<file path="src/rtl/mmio_uart_transmitter.sv">
`default_nettype none
// +----------------------------------------------------------------------------+
// | Module      : mmio_uart_transmitter                                        |
// | Description : Memory-mapped 8N1 UART transmitter. Stores to TX_ADDRESS     |
// |               queue bytes in a circular FIFO; loads from STATUS_ADDRESS    |
// |               return busy/empty/full/count. clk_stall holds the pipeline   |
// |               while the FIFO is full.                                      |
// | Revision    : 1.0 - initial release                                        |
// +----------------------------------------------------------------------------+
module mmio_uart_transmitter #(
  parameter int unsigned CLOCKS_PER_BIT  = 868,
  parameter int unsigned FIFO_DEPTH_LOG2 = 4,
  parameter logic [31:0] TX_ADDRESS      = 32'h2000,
  parameter logic [31:0] STATUS_ADDRESS  = 32'h2004
) (
  input  logic        clk,
  input  logic        reset,
  input  logic        request_write,
  input  logic        request_read,
  input  logic [31:0] full_address,
  input  logic [31:0] write_data,
  output logic        clk_stall,
  output logic [31:0] read_data,
  output logic        uart_tx,
  output logic        tx_busy
);

  localparam int unsigned c_DEPTH  = 1 << FIFO_DEPTH_LOG2;
  localparam int unsigned c_CNT_W  = FIFO_DEPTH_LOG2 + 1;
  localparam int unsigned c_BAUD_W = $clog2(CLOCKS_PER_BIT);
  localparam logic [c_BAUD_W-1:0] c_BAUD_LAST  = c_BAUD_W'(CLOCKS_PER_BIT - 1);
  localparam logic [c_CNT_W-1:0]  c_FULL_COUNT = c_CNT_W'(c_DEPTH);

  typedef enum logic [1:0] {
    S_IDLE  = 2'd0,
    S_START = 2'd1,
    S_DATA  = 2'd2,
    S_STOP  = 2'd3
  } tx_state_t;

  // FIFO storage and pointers
  logic [7:0]                 r_mem [c_DEPTH];
  logic [FIFO_DEPTH_LOG2-1:0] r_head;
  logic [FIFO_DEPTH_LOG2-1:0] r_tail;
  logic [c_CNT_W-1:0]         r_count;

  // Serializer state
  tx_state_t          r_state;
  tx_state_t          w_next_state;
  logic [c_BAUD_W-1:0] r_baud;
  logic [2:0]         r_bit_idx;
  logic [7:0]         r_shift;
  logic               r_uart_tx;
  logic [31:0]        r_read_data;

  logic        w_tx_hit;
  logic        w_status_hit;
  logic        w_empty;
  logic        w_full;
  logic        w_bit_end;
  logic        w_pop;
  logic        w_push;
  logic        w_tx_bit;
  logic        w_tx_busy;
  logic [31:0] w_status;

  // Only the low byte of a store carries transmit data.
  logic        w_unused_write_bits;
  assign w_unused_write_bits = ^write_data[31:8];

  assign w_tx_hit     = request_write && (full_address == TX_ADDRESS);
  // A simultaneous store wins the bus, so the status register is left alone.
  assign w_status_hit = request_read && !request_write && (full_address == STATUS_ADDRESS);
  assign w_empty      = (r_count == '0);
  assign w_full       = (r_count == c_FULL_COUNT);
  assign w_bit_end    = (r_baud == c_BAUD_LAST);

  // A pop frees a slot this very cycle, so a store to a full FIFO can still land.
  assign w_push    = w_tx_hit && (!w_full || w_pop);
  assign clk_stall = w_tx_hit && w_full && !w_pop;
  assign w_tx_busy = !w_empty || (r_state != S_IDLE);
  assign tx_busy   = w_tx_busy;
  assign uart_tx   = r_uart_tx;
  assign read_data = r_read_data;

  // Serializer next state, FIFO pop request and the line level for this bit.
  always_comb begin
    w_next_state = r_state;
    w_pop        = 1'b0;
    w_tx_bit     = 1'b1;
    case (r_state)
      S_IDLE: begin
        if (!w_empty) begin
          w_pop        = 1'b1;
          w_next_state = S_START;
        end
      end
      S_START: begin
        w_tx_bit = 1'b0;
        if (w_bit_end) w_next_state = S_DATA;
      end
      S_DATA: begin
        w_tx_bit = r_shift[0];
        if (w_bit_end && (r_bit_idx == 3'd7)) w_next_state = S_STOP;
      end
      S_STOP: begin
        w_tx_bit = 1'b1;
        // Chaining straight into START keeps back-to-back frames gapless.
        if (w_bit_end) begin
          if (!w_empty) begin
            w_pop        = 1'b1;
            w_next_state = S_START;
          end else begin
            w_next_state = S_IDLE;
          end
        end
      end
      default: w_next_state = S_IDLE;
    endcase
  end

  // Status word assembled from the current FIFO and serializer state.
  always_comb begin
    w_status                  = '0;
    w_status[0]               = w_tx_busy;
    w_status[1]               = w_empty;
    w_status[2]               = w_full;
    w_status[3 +: c_CNT_W]    = r_count;
  end

  // Serializer state register.
  always_ff @(posedge clk) begin
    if (reset) r_state <= S_IDLE;
    else       r_state <= w_next_state;
  end

  // Baud counter, bit index and shift register.
  always_ff @(posedge clk) begin
    if (reset) begin
      r_baud    <= '0;
      r_bit_idx <= 3'd0;
      r_shift   <= 8'd0;
    end else if (w_pop) begin
      r_shift   <= r_mem[r_head];
      r_baud    <= '0;
      r_bit_idx <= 3'd0;
    end else if (r_state != S_IDLE) begin
      if (w_bit_end) begin
        r_baud <= '0;
        if (r_state == S_DATA) begin
          r_shift   <= r_shift >> 1;
          r_bit_idx <= r_bit_idx + 3'd1;
        end
      end else begin
        r_baud <= r_baud + c_BAUD_W'(1);
      end
    end
  end

  // FIFO pointers and occupancy.
  always_ff @(posedge clk) begin
    if (reset) begin
      r_head  <= '0;
      r_tail  <= '0;
      r_count <= '0;
    end else begin
      if (w_push) r_tail <= r_tail + FIFO_DEPTH_LOG2'(1);
      if (w_pop)  r_head <= r_head + FIFO_DEPTH_LOG2'(1);
      case ({w_push, w_pop})
        2'b10:   r_count <= r_count + c_CNT_W'(1);
        2'b01:   r_count <= r_count - c_CNT_W'(1);
        default: r_count <= r_count;
      endcase
    end
  end

  // FIFO data write; contents need no reset because the pointers gate them.
  always_ff @(posedge clk) begin
    if (!reset && w_push) r_mem[r_tail] <= write_data[7:0];
  end

  // Registered serial line and status read port.
  always_ff @(posedge clk) begin
    if (reset) begin
      r_uart_tx   <= 1'b1;
      r_read_data <= 32'd0;
    end else begin
      r_uart_tx <= w_tx_bit;
      if (w_status_hit) r_read_data <= w_status;
    end
  end

endmodule
`default_nettype wire

</file>
<file path="config.mk">
export PLATFORM = sky130hd
export DESIGN_NAME = mmio_uart_transmitter
export DESIGN_NICKNAME = d
export VERILOG_FILES = /design/src/rtl/mmio_uart_transmitter.sv
export SDC_FILE = /design/constraint.sdc
export NUM_CORES = 1
export LEC_CHECK = 0
export ABC_AREA = 1
export CAP_MARGIN = 0
export CORE_UTILIZATION = 59
export DETAILED_ROUTE_END_ITERATION = 10
export PLACE_DENSITY = 0.86
export SLEW_MARGIN = 0
export SYNTH_ARGS = -nofsm -noshare
export SYNTH_HDL_FRONTEND = slang
export SYNTH_SLANG_ARGS = --single-unit
</file>
<file path="constraint.sdc">
create_clock -name clk -period 5.8 [get_ports clk]
set_input_delay 1.16 -clock clk [delete_from_list [all_inputs] [get_ports clk]]
set_output_delay 1.16 -clock clk [all_outputs]
set_load 0.01 [all_outputs]
</file>
==> parameters.txt, run 1 <==
Parameter                              Value

Outcome
  Status ... finished clean

Yosys
  Most frequently used flop master after synthesis ... sky130_fd_sc_hd__edfxtp_1
  Proportion of synthesized chip area in sequential cells ... 61.6%
  Post-synth design cell area ... 7840 um2
  Async set-or-reset flop fraction in the synthesized netlist ... 0%
  Library cells used by synthesis ... 38
  Number of enable flip-flop cells after synthesis ... 128
  Number of flip-flops and latches in the synthesized netlist ... 177
  Total number of yosys warnings ... 0
  Synthesized instance count ... 748
  Syn Area/Cell ... 10.5 um2

Drt
  Via density per instance ... 6.09
  Number of vias after detailed routing ... 5,960
  Avg WL per Cell ... 18.4 um
  Number of search-and-repair iterations in the first detailed-routing pass ... 6
  Detailed Route Iter0 Violations ... 616
  DRC viols ... 0
  Residual antenna-violating net count after detailed routing ... 0
  Total Routed Length ... 18,000 um

Final layout
  Signed area change from the synthesized netlist to the final layout ... 14.8%
  Layout Nets ... slightly below 900
  Fraction of layout cells with a size suffix above 1 ... 8.68%
  Number of antenna repair diodes ... 0
  Final core utilization ... 70.5%

Clocking
  Clock latency reported for the late side of the worst-skew pair ... 430 ps
  # Post-CTS Setup Buffers ... 0
  Clock transition at the registers of the reported paths ... 60 ps
  Cell at the root of the clock tree ... sky130_fd_sc_hd__clkbuf_16
  CTS tree ... built
  Number of buffers added by the clock tree synthesis step ... 17
  CTS Hold Buffers Added ... 0
  Number of H-tree levels ... 4
  Quantity of gates resized following cts ... 0
  Count of clock tree sinks ... roughly 180
  Max clock buf depth ... 2

STA
  Clock skew after layout ... between 9 and 10 ps
  Number of pins with negative max-slew slack in the final report ... 0
  Setup TNS Final ... 0 ps
  Number of failing setup endpoints in the final timing report ... 0
  Peak Freq ... around 240 MHz
  Period Utilization, post-route ... 71.4%
  Transition time at the pin with the least slew margin ... 1030 ps
  Worst rel slew slack ... between 30% and 40%
  Fin. Hold Viols ... 0
  Smallest setup slack after layout ... about 1700 ps
  Post-layout minimum cycle time ... around 4100 ps
  Setup repair after global routing missed its margin ... no

Floorplanning
  Count of boundary I/O pins ... 103
  Site row count ... 41
  Die width ... about 120 um
  Core Region ... 12,800 um2
  Die boundary height ... 117 um
  Effective utilization at floorplan ... 61.4%
  Die ar. ... 13,700 um2

Critical path
  Arrival time worst endpoint ... 2980 ps
  Type of element capturing the critical path ... output pin
  Worst Setup Path Type ... in2out
  Maximum net fanout on the critical path ... 3
  Req. time, crit path ... around 4600 ps
  Startpoint types ... input pin

Global routing
  Via count of the first global-routing pass ... 5,922
  Number of antenna violations at the first check in global routing ... 0
  Remaining global-route overflow ... 0
  Wire length of the first global-routing pass ... roughly 28,000 um
  Tot GR Track Use ... 28.2%
  Largest net degree at the start of global routing ... 66

Job
  Number of max-cap violations ... 0

Placement
  GP Congestion ... 0.810
  Pre-CTS worst setup slack ... 1660 ps
  Number of input and output port buffers inserted ... 54
  Dpl hpwl ... approximately 11,000 um

Power
  Peak VDD IR ... 238 uV
  Power density over cell area ... 298 nW/um2
  Leakage power summed over all cells ... 3.15 nW

Hold path
  Type of the worst min-delay path ... reg2reg
## through the flow
step / hold slack [ps] / power (mW) / instances / instance area, um2
floorplan: 430 / 1.47 / 771 / 7920
global placement: 451 / 1.52 / 946 / 8390
detailed placement: 466 / 1.52 / 946 / 8390
CTS: 479 / 2.68 / 978 / 9000
global route: 488 / 2.74 / 978 / 9000
finish: 478 / 2.69 / 978 / 9000
## path summary, 6_finish.rpt
kind,from,end,slack (ps),cells past startpoint
setup / recovery,full_address[13],clk_stall,1660,10
hold / removal,r_shift[7],r_shift[7],480,2
setup reg to reg,r_state[0],r_mem[2][0],2990,9
hold reg to reg,r_shift[7],r_shift[7],480,2
## synth_stat cells, types with 2 or more instances
cell | n | area share, %
sky130_fd_sc_hd__nor2_1 | 133 | 6.4
sky130_fd_sc_hd__xnor2_1 | 2 | 0.22
sky130_fd_sc_hd__buf_2 | 8 | 0.51
sky130_fd_sc_hd__a211oi_1 | 3 | 0.29
sky130_fd_sc_hd__nand4_1 | 10 | 0.80
sky130_fd_sc_hd__clkbuf_1 | 20 | 0.96
sky130_fd_sc_hd__ha_1 | 16 | 2.6
sky130_fd_sc_hd__nor3_1 | 3 | 0.19
sky130_fd_sc_hd__a21oi_1 | 38 | 2.4
sky130_fd_sc_hd__edfxtp_1 | 128 | 49
sky130_fd_sc_hd__inv_2 | 4 | 0.19
sky130_fd_sc_hd__buf_4 | 24 | 2.3
sky130_fd_sc_hd__o221ai_1 | 28 | 3.1
sky130_fd_sc_hd__nor2_2 | 6 | 0.48
sky130_fd_sc_hd__inv_1 | 47 | 2.3
sky130_fd_sc_hd__nand3_1 | 43 | 2.7
sky130_fd_sc_hd__nand3_2 | 3 | 0.38
sky130_fd_sc_hd__nor3b_2 | 4 | 0.64
sky130_fd_sc_hd__nand2_4 | 3 | 0.43
sky130_fd_sc_hd__nor3_2 | 3 | 0.38
sky130_fd_sc_hd__xor2_1 | 3 | 0.34
sky130_fd_sc_hd__nor2_4 | 2 | 0.29
sky130_fd_sc_hd__dfxtp_1 | 49 | 13
sky130_fd_sc_hd__a21oi_2 | 2 | 0.22
sky130_fd_sc_hd__nand2_2 | 3 | 0.24
sky130_fd_sc_hd__buf_6 | 2 | 0.29
sky130_fd_sc_hd__or2_2 | 2 | 0.16
sky130_fd_sc_hd__a22oi_1 | 3 | 0.29
sky130_fd_sc_hd__nand2_1 | 76 | 3.6
sky130_fd_sc_hd__o21ai_0 | 72 | 4.6
## final cells by class
type,instances,area (um2)
multi-input cells,488,2580
well taps,172,215
fillers,838,3770
repair buffers,57,563
flip-flops and latches,177,4830
clock inverters,12,158
inverters,52,198
clock buffers,20,457
## power breakdown
group	total (mW)	switching (mW)	leakage, nW	internal [mW]
Sequential	1.37	0.00716	1.55	1.36
Combinational	0.131	0.0773	1.30	0.0540
Clock	1.19	0.482	0.304	0.703
Total	2.69	0.567	3.15	2.12
## critical path, stage by stage
cell and delay (ps):
sky130_fd_sc_hd__clkdlybuf4s50_1 450, sky130_fd_sc_hd__inv_1 40, sky130_fd_sc_hd__nor2_1 70, sky130_fd_sc_hd__nand2_1 50, sky130_fd_sc_hd__nor2_1 180, sky130_fd_sc_hd__inv_1 110
sky130_fd_sc_hd__nor2_1 110, sky130_fd_sc_hd__nand2_1 120, sky130_fd_sc_hd__nor2_1 150, sky130_fd_sc_hd__clkdlybuf4s50_1 550
## layer usage
metal	track usage [%]	routed length [um]	vias up
met2	48.6	9190	374
met1	32.7	6790	2842
met4	15.4	664	0
met3	6.49	1390	77
met5	0	0	-
li1	-	-	2667
## cells by family after synthesis
family / count (synthesis) / share of synthesized area (%)
AND/OR/NAND/NOR: 295 / 17.4
buffers and inverters: 106 / 6.58
XOR/XNOR: 5 / 0.559
flip-flops: 177 / 61.6
adder cells (fa/ha/maj): 17 / 2.81
other: 1 / 0.0478
AO/OA/AOI/OAI: 147 / 11.0
## cells in the final DEF, fill, tap and decap left out, types with 28 or more instances in the layout
cell type,instances
sky130_fd_sc_hd__nor2_1,133
sky130_fd_sc_hd__edfxtp_1,128
sky130_fd_sc_hd__nand2_1,76
sky130_fd_sc_hd__o21ai_0,72
sky130_fd_sc_hd__clkdlybuf4s50_1,54
sky130_fd_sc_hd__dfxtp_1,48
sky130_fd_sc_hd__inv_1,47
sky130_fd_sc_hd__nand3_1,43
sky130_fd_sc_hd__a21oi_1,38
sky130_fd_sc_hd__o221ai_1,28
## flip-flops by register name, indices dropped and copies added (netlist names), named ones only
register   count
r_bit_idx      3
read_data      8
r_tail         4
r_shift        8
r_baud        10
r_mem        128
uart_tx        1
r_count        5
r_state        2
r_head         4
Power figures use the tool's default switching activity.
==> run 2: changes to the inputs <==
CORE_UTILIZATION = 55   (was 59)
PLACE_DENSITY = 0.81   (was 0.86)
clock period = 4.3 ns   (was 5.8 ns; I/O delays follow)
==> parameters.txt, run 2 (synthesis results as in run 1) <==
Parameter                              Value

Final layout
  Signed area change from the synthesized netlist to the final layout ... 14.4%
  Leading cell type in the layout, fill and taps excluded ... sky130_fd_sc_hd__nor2_1
  Fraction of layout cells with a size suffix above 1 ... 8.31%
  Largest registers ... r_mem (128), r_baud (10)
  Layout Nets ... 878
  Layout Cells excl Fill ... approximately 1,000
  Register with the most flip-flops ... r_mem
  Fill cell count ... roughly 1,000
  Leading cell types in the layout, fill and taps excluded ... 133 x sky130_fd_sc_hd__nor2_1, 128 x sky130_fd_sc_hd__edfxtp_1, 76 x sky130_fd_sc_hd__nand2_1, 72 x sky130_fd_sc_hd__o21ai_0, 54 x sky130_fd_sc_hd__clkdlybuf4s50_1
  Max FFs per register ... between 100 and 150
  Number of antenna repair diodes ... 0

STA
  Setup repair after global routing missed its margin ... no
  Transition time at the pin with the least slew margin ... 1040 ps
  Setup TNS Final ... 0 ps
  Worst rel slew slack ... slightly above 30%
  Smallest setup slack after layout ... 784 ps
  Peak Freq ... 284 MHz
  Fin. Hold Viols ... 0
  Post-layout minimum cycle time ... between 3000 and 4000 ps
  Number of failing setup endpoints in the final timing report ... 0
  Clock skew after layout ... 9.07 ps
  Worst Hold Slack ... 473 ps
  Number of pins with negative max-slew slack in the final report ... 0
  Period Utilization, post-route ... 81.8%

Clocking
  CTS tree ... built
  Number of H-tree levels ... 4
  CTS Hold Buffers Added ... 0
  Clock latency reported for the late side of the worst-skew pair ... 430 ps
  Clock transition at the registers of the reported paths ... 60 ps
  Cell at the root of the clock tree ... sky130_fd_sc_hd__clkbuf_16
  Quantity of gates resized following cts ... 0
  # Post-CTS Setup Buffers ... 0
  Max clock buf depth ... 2
  Count of clock tree sinks ... 177
  Number of buffers added by the clock tree synthesis step ... 17

Power
  Power spent charging and discharging nets ... 0.738 mW
  Leakage power summed over all cells ... between 3 and 4 nW
  Clock network power share ... 42.3%
  Final Total Pwr ... about 3.5 mW
  Fraction of power spent switching nets ... 21.1%
  Internal Dissipation ... 2.76 mW
  Sequential share of power ... 52.7%
  Peak VDD IR ... 263 uV
  Proportion of power drawn by combinational gates ... 5.0%
  Power density over cell area ... 391 nW/um2

Drt
  Via density per instance ... between 5 and 6
  Number of vias after detailed routing ... 5,681
  DRC viols ... 0
  Number of search-and-repair iterations in the first detailed-routing pass ... 5
  Residual antenna-violating net count after detailed routing ... 0
  Detailed Route Iter0 Violations ... 494
  Avg WL per Cell ... 17.4 um
  Total Routed Length ... 17,100 um

Placement
  GP Congestion ... 0.840
  Placed insts ... 954
  Dpl hpwl ... 10,900 um
  Pre-CTS worst setup slack ... 763 ps
  Number of input and output port buffers inserted ... 54

Hold path
  Number of cells on the worst hold path ... 2
  Type of the worst min-delay path ... reg2reg

Floorplanning
  Die ar. ... 14,700 um2
  Count of boundary I/O pins ... roughly 100
  Die boundary height ... 121 um
  Core Region ... about 14,000 um2
  Die width ... 121 um
  Site row count ... 43
  Effective utilization at floorplan ... 56.5%

Critical path
  Worst-path cell chain ... clkdlybuf4s50_1 > nor2_1 > inv_1 > nor2_1 > nand2_1 > nor2_1 > nand2_1 > nor2_1 > clkdlybuf4s50_1
  Worst reg-to-reg path cell count ... 11
  Worst path most repeated cell ... sky130_fd_sc_hd__nor2_1
  Maximum net fanout on the critical path ... 3
  Req. time, crit path ... 3440 ps
  Cell with the largest stage delay on the worst path ... sky130_fd_sc_hd__clkdlybuf4s50_1
  Startpoint types ... input pin
  Worst Setup Path Type ... in2out
  Type of element capturing the critical path ... output pin
  Biggest cell delay along the critical path ... 560 ps
  Arrival time worst endpoint ... 2660 ps

Global routing
  Tot GR Track Use ... approximately 25%
  Largest net degree at the start of global routing ... 65
  Remaining global-route overflow ... 0
  Number of antenna violations at the first check in global routing ... 0
  Wire length of the first global-routing pass ... 27,100 um
  Via count of the first global-routing pass ... about 5,600

Outcome
  Status ... finished clean

Job
  Number of max-cap violations ... 0
-- run 2: cell count changes in the layout (fill, tap and decap cells not counted), sizes merged --
| cell | delta |
|---|---|
| bufinv | -1 |
| clkbuf | -1 |
| clkinv | -1 |
| clkinvlp | +2 |
| inv | +1 |
-- run 2: worst max-delay path, delay by kind of cell --
kind                   cells  cell delay [ps]
and+or+nand+nor            6              770
buffers and inverters      3             1020
-- run 2: final cells by class --
class	count	area, um2	area share [%]
Clock buffer	19	433	4.83
Sequential cell	177	4830	53.8
Timing Repair Buffer	57	563	6.28
Inverter	52	198	2.21
Clock inverter	13	136	1.52
Multi-Input combinational cell	488	2580	28.8
Tap cell	180	225	2.51
-- run 2: per-stage QoR --
stage	instance area [um2]	util, %
2_1_floorplan	7920	-
3_3_place_gp	8400	60.5
3_5_place_dp	8400	60.5
4_1_cts	8960	64.6
5_1_grt	8960	64.6
6_report	8960	64.6
-- run 2: power groups by stage --
stage                     clock [mW]  sequential [mW]  combinational, mW
after floorplan                    0             1.88             0.0978
after global placement             0             1.88              0.165
after detailed placement           0             1.88              0.172
after CTS                       1.49             1.85              0.174
after global routing            1.55             1.85              0.194
final                           1.48             1.85              0.174
-- run 2: path summary, 6_finish.rpt --
kind,from,slack [ps],to
hold reg to reg,r_shift[1],470,r_shift[1]
setup / recovery,full_address[1],780,clk_stall
hold / removal,r_shift[1],470,r_shift[1]
setup reg to reg,r_baud[1],1560,r_mem[8][2]
-- run 2: routing by layer --
layer	vias up	GRT usage, %	routed length, um
li1	2660	-	-
met1	2686	30.2	6880
met2	287	40.7	8420
met3	48	5.59	1260
met4	0	12.6	566
met5	-	0	0
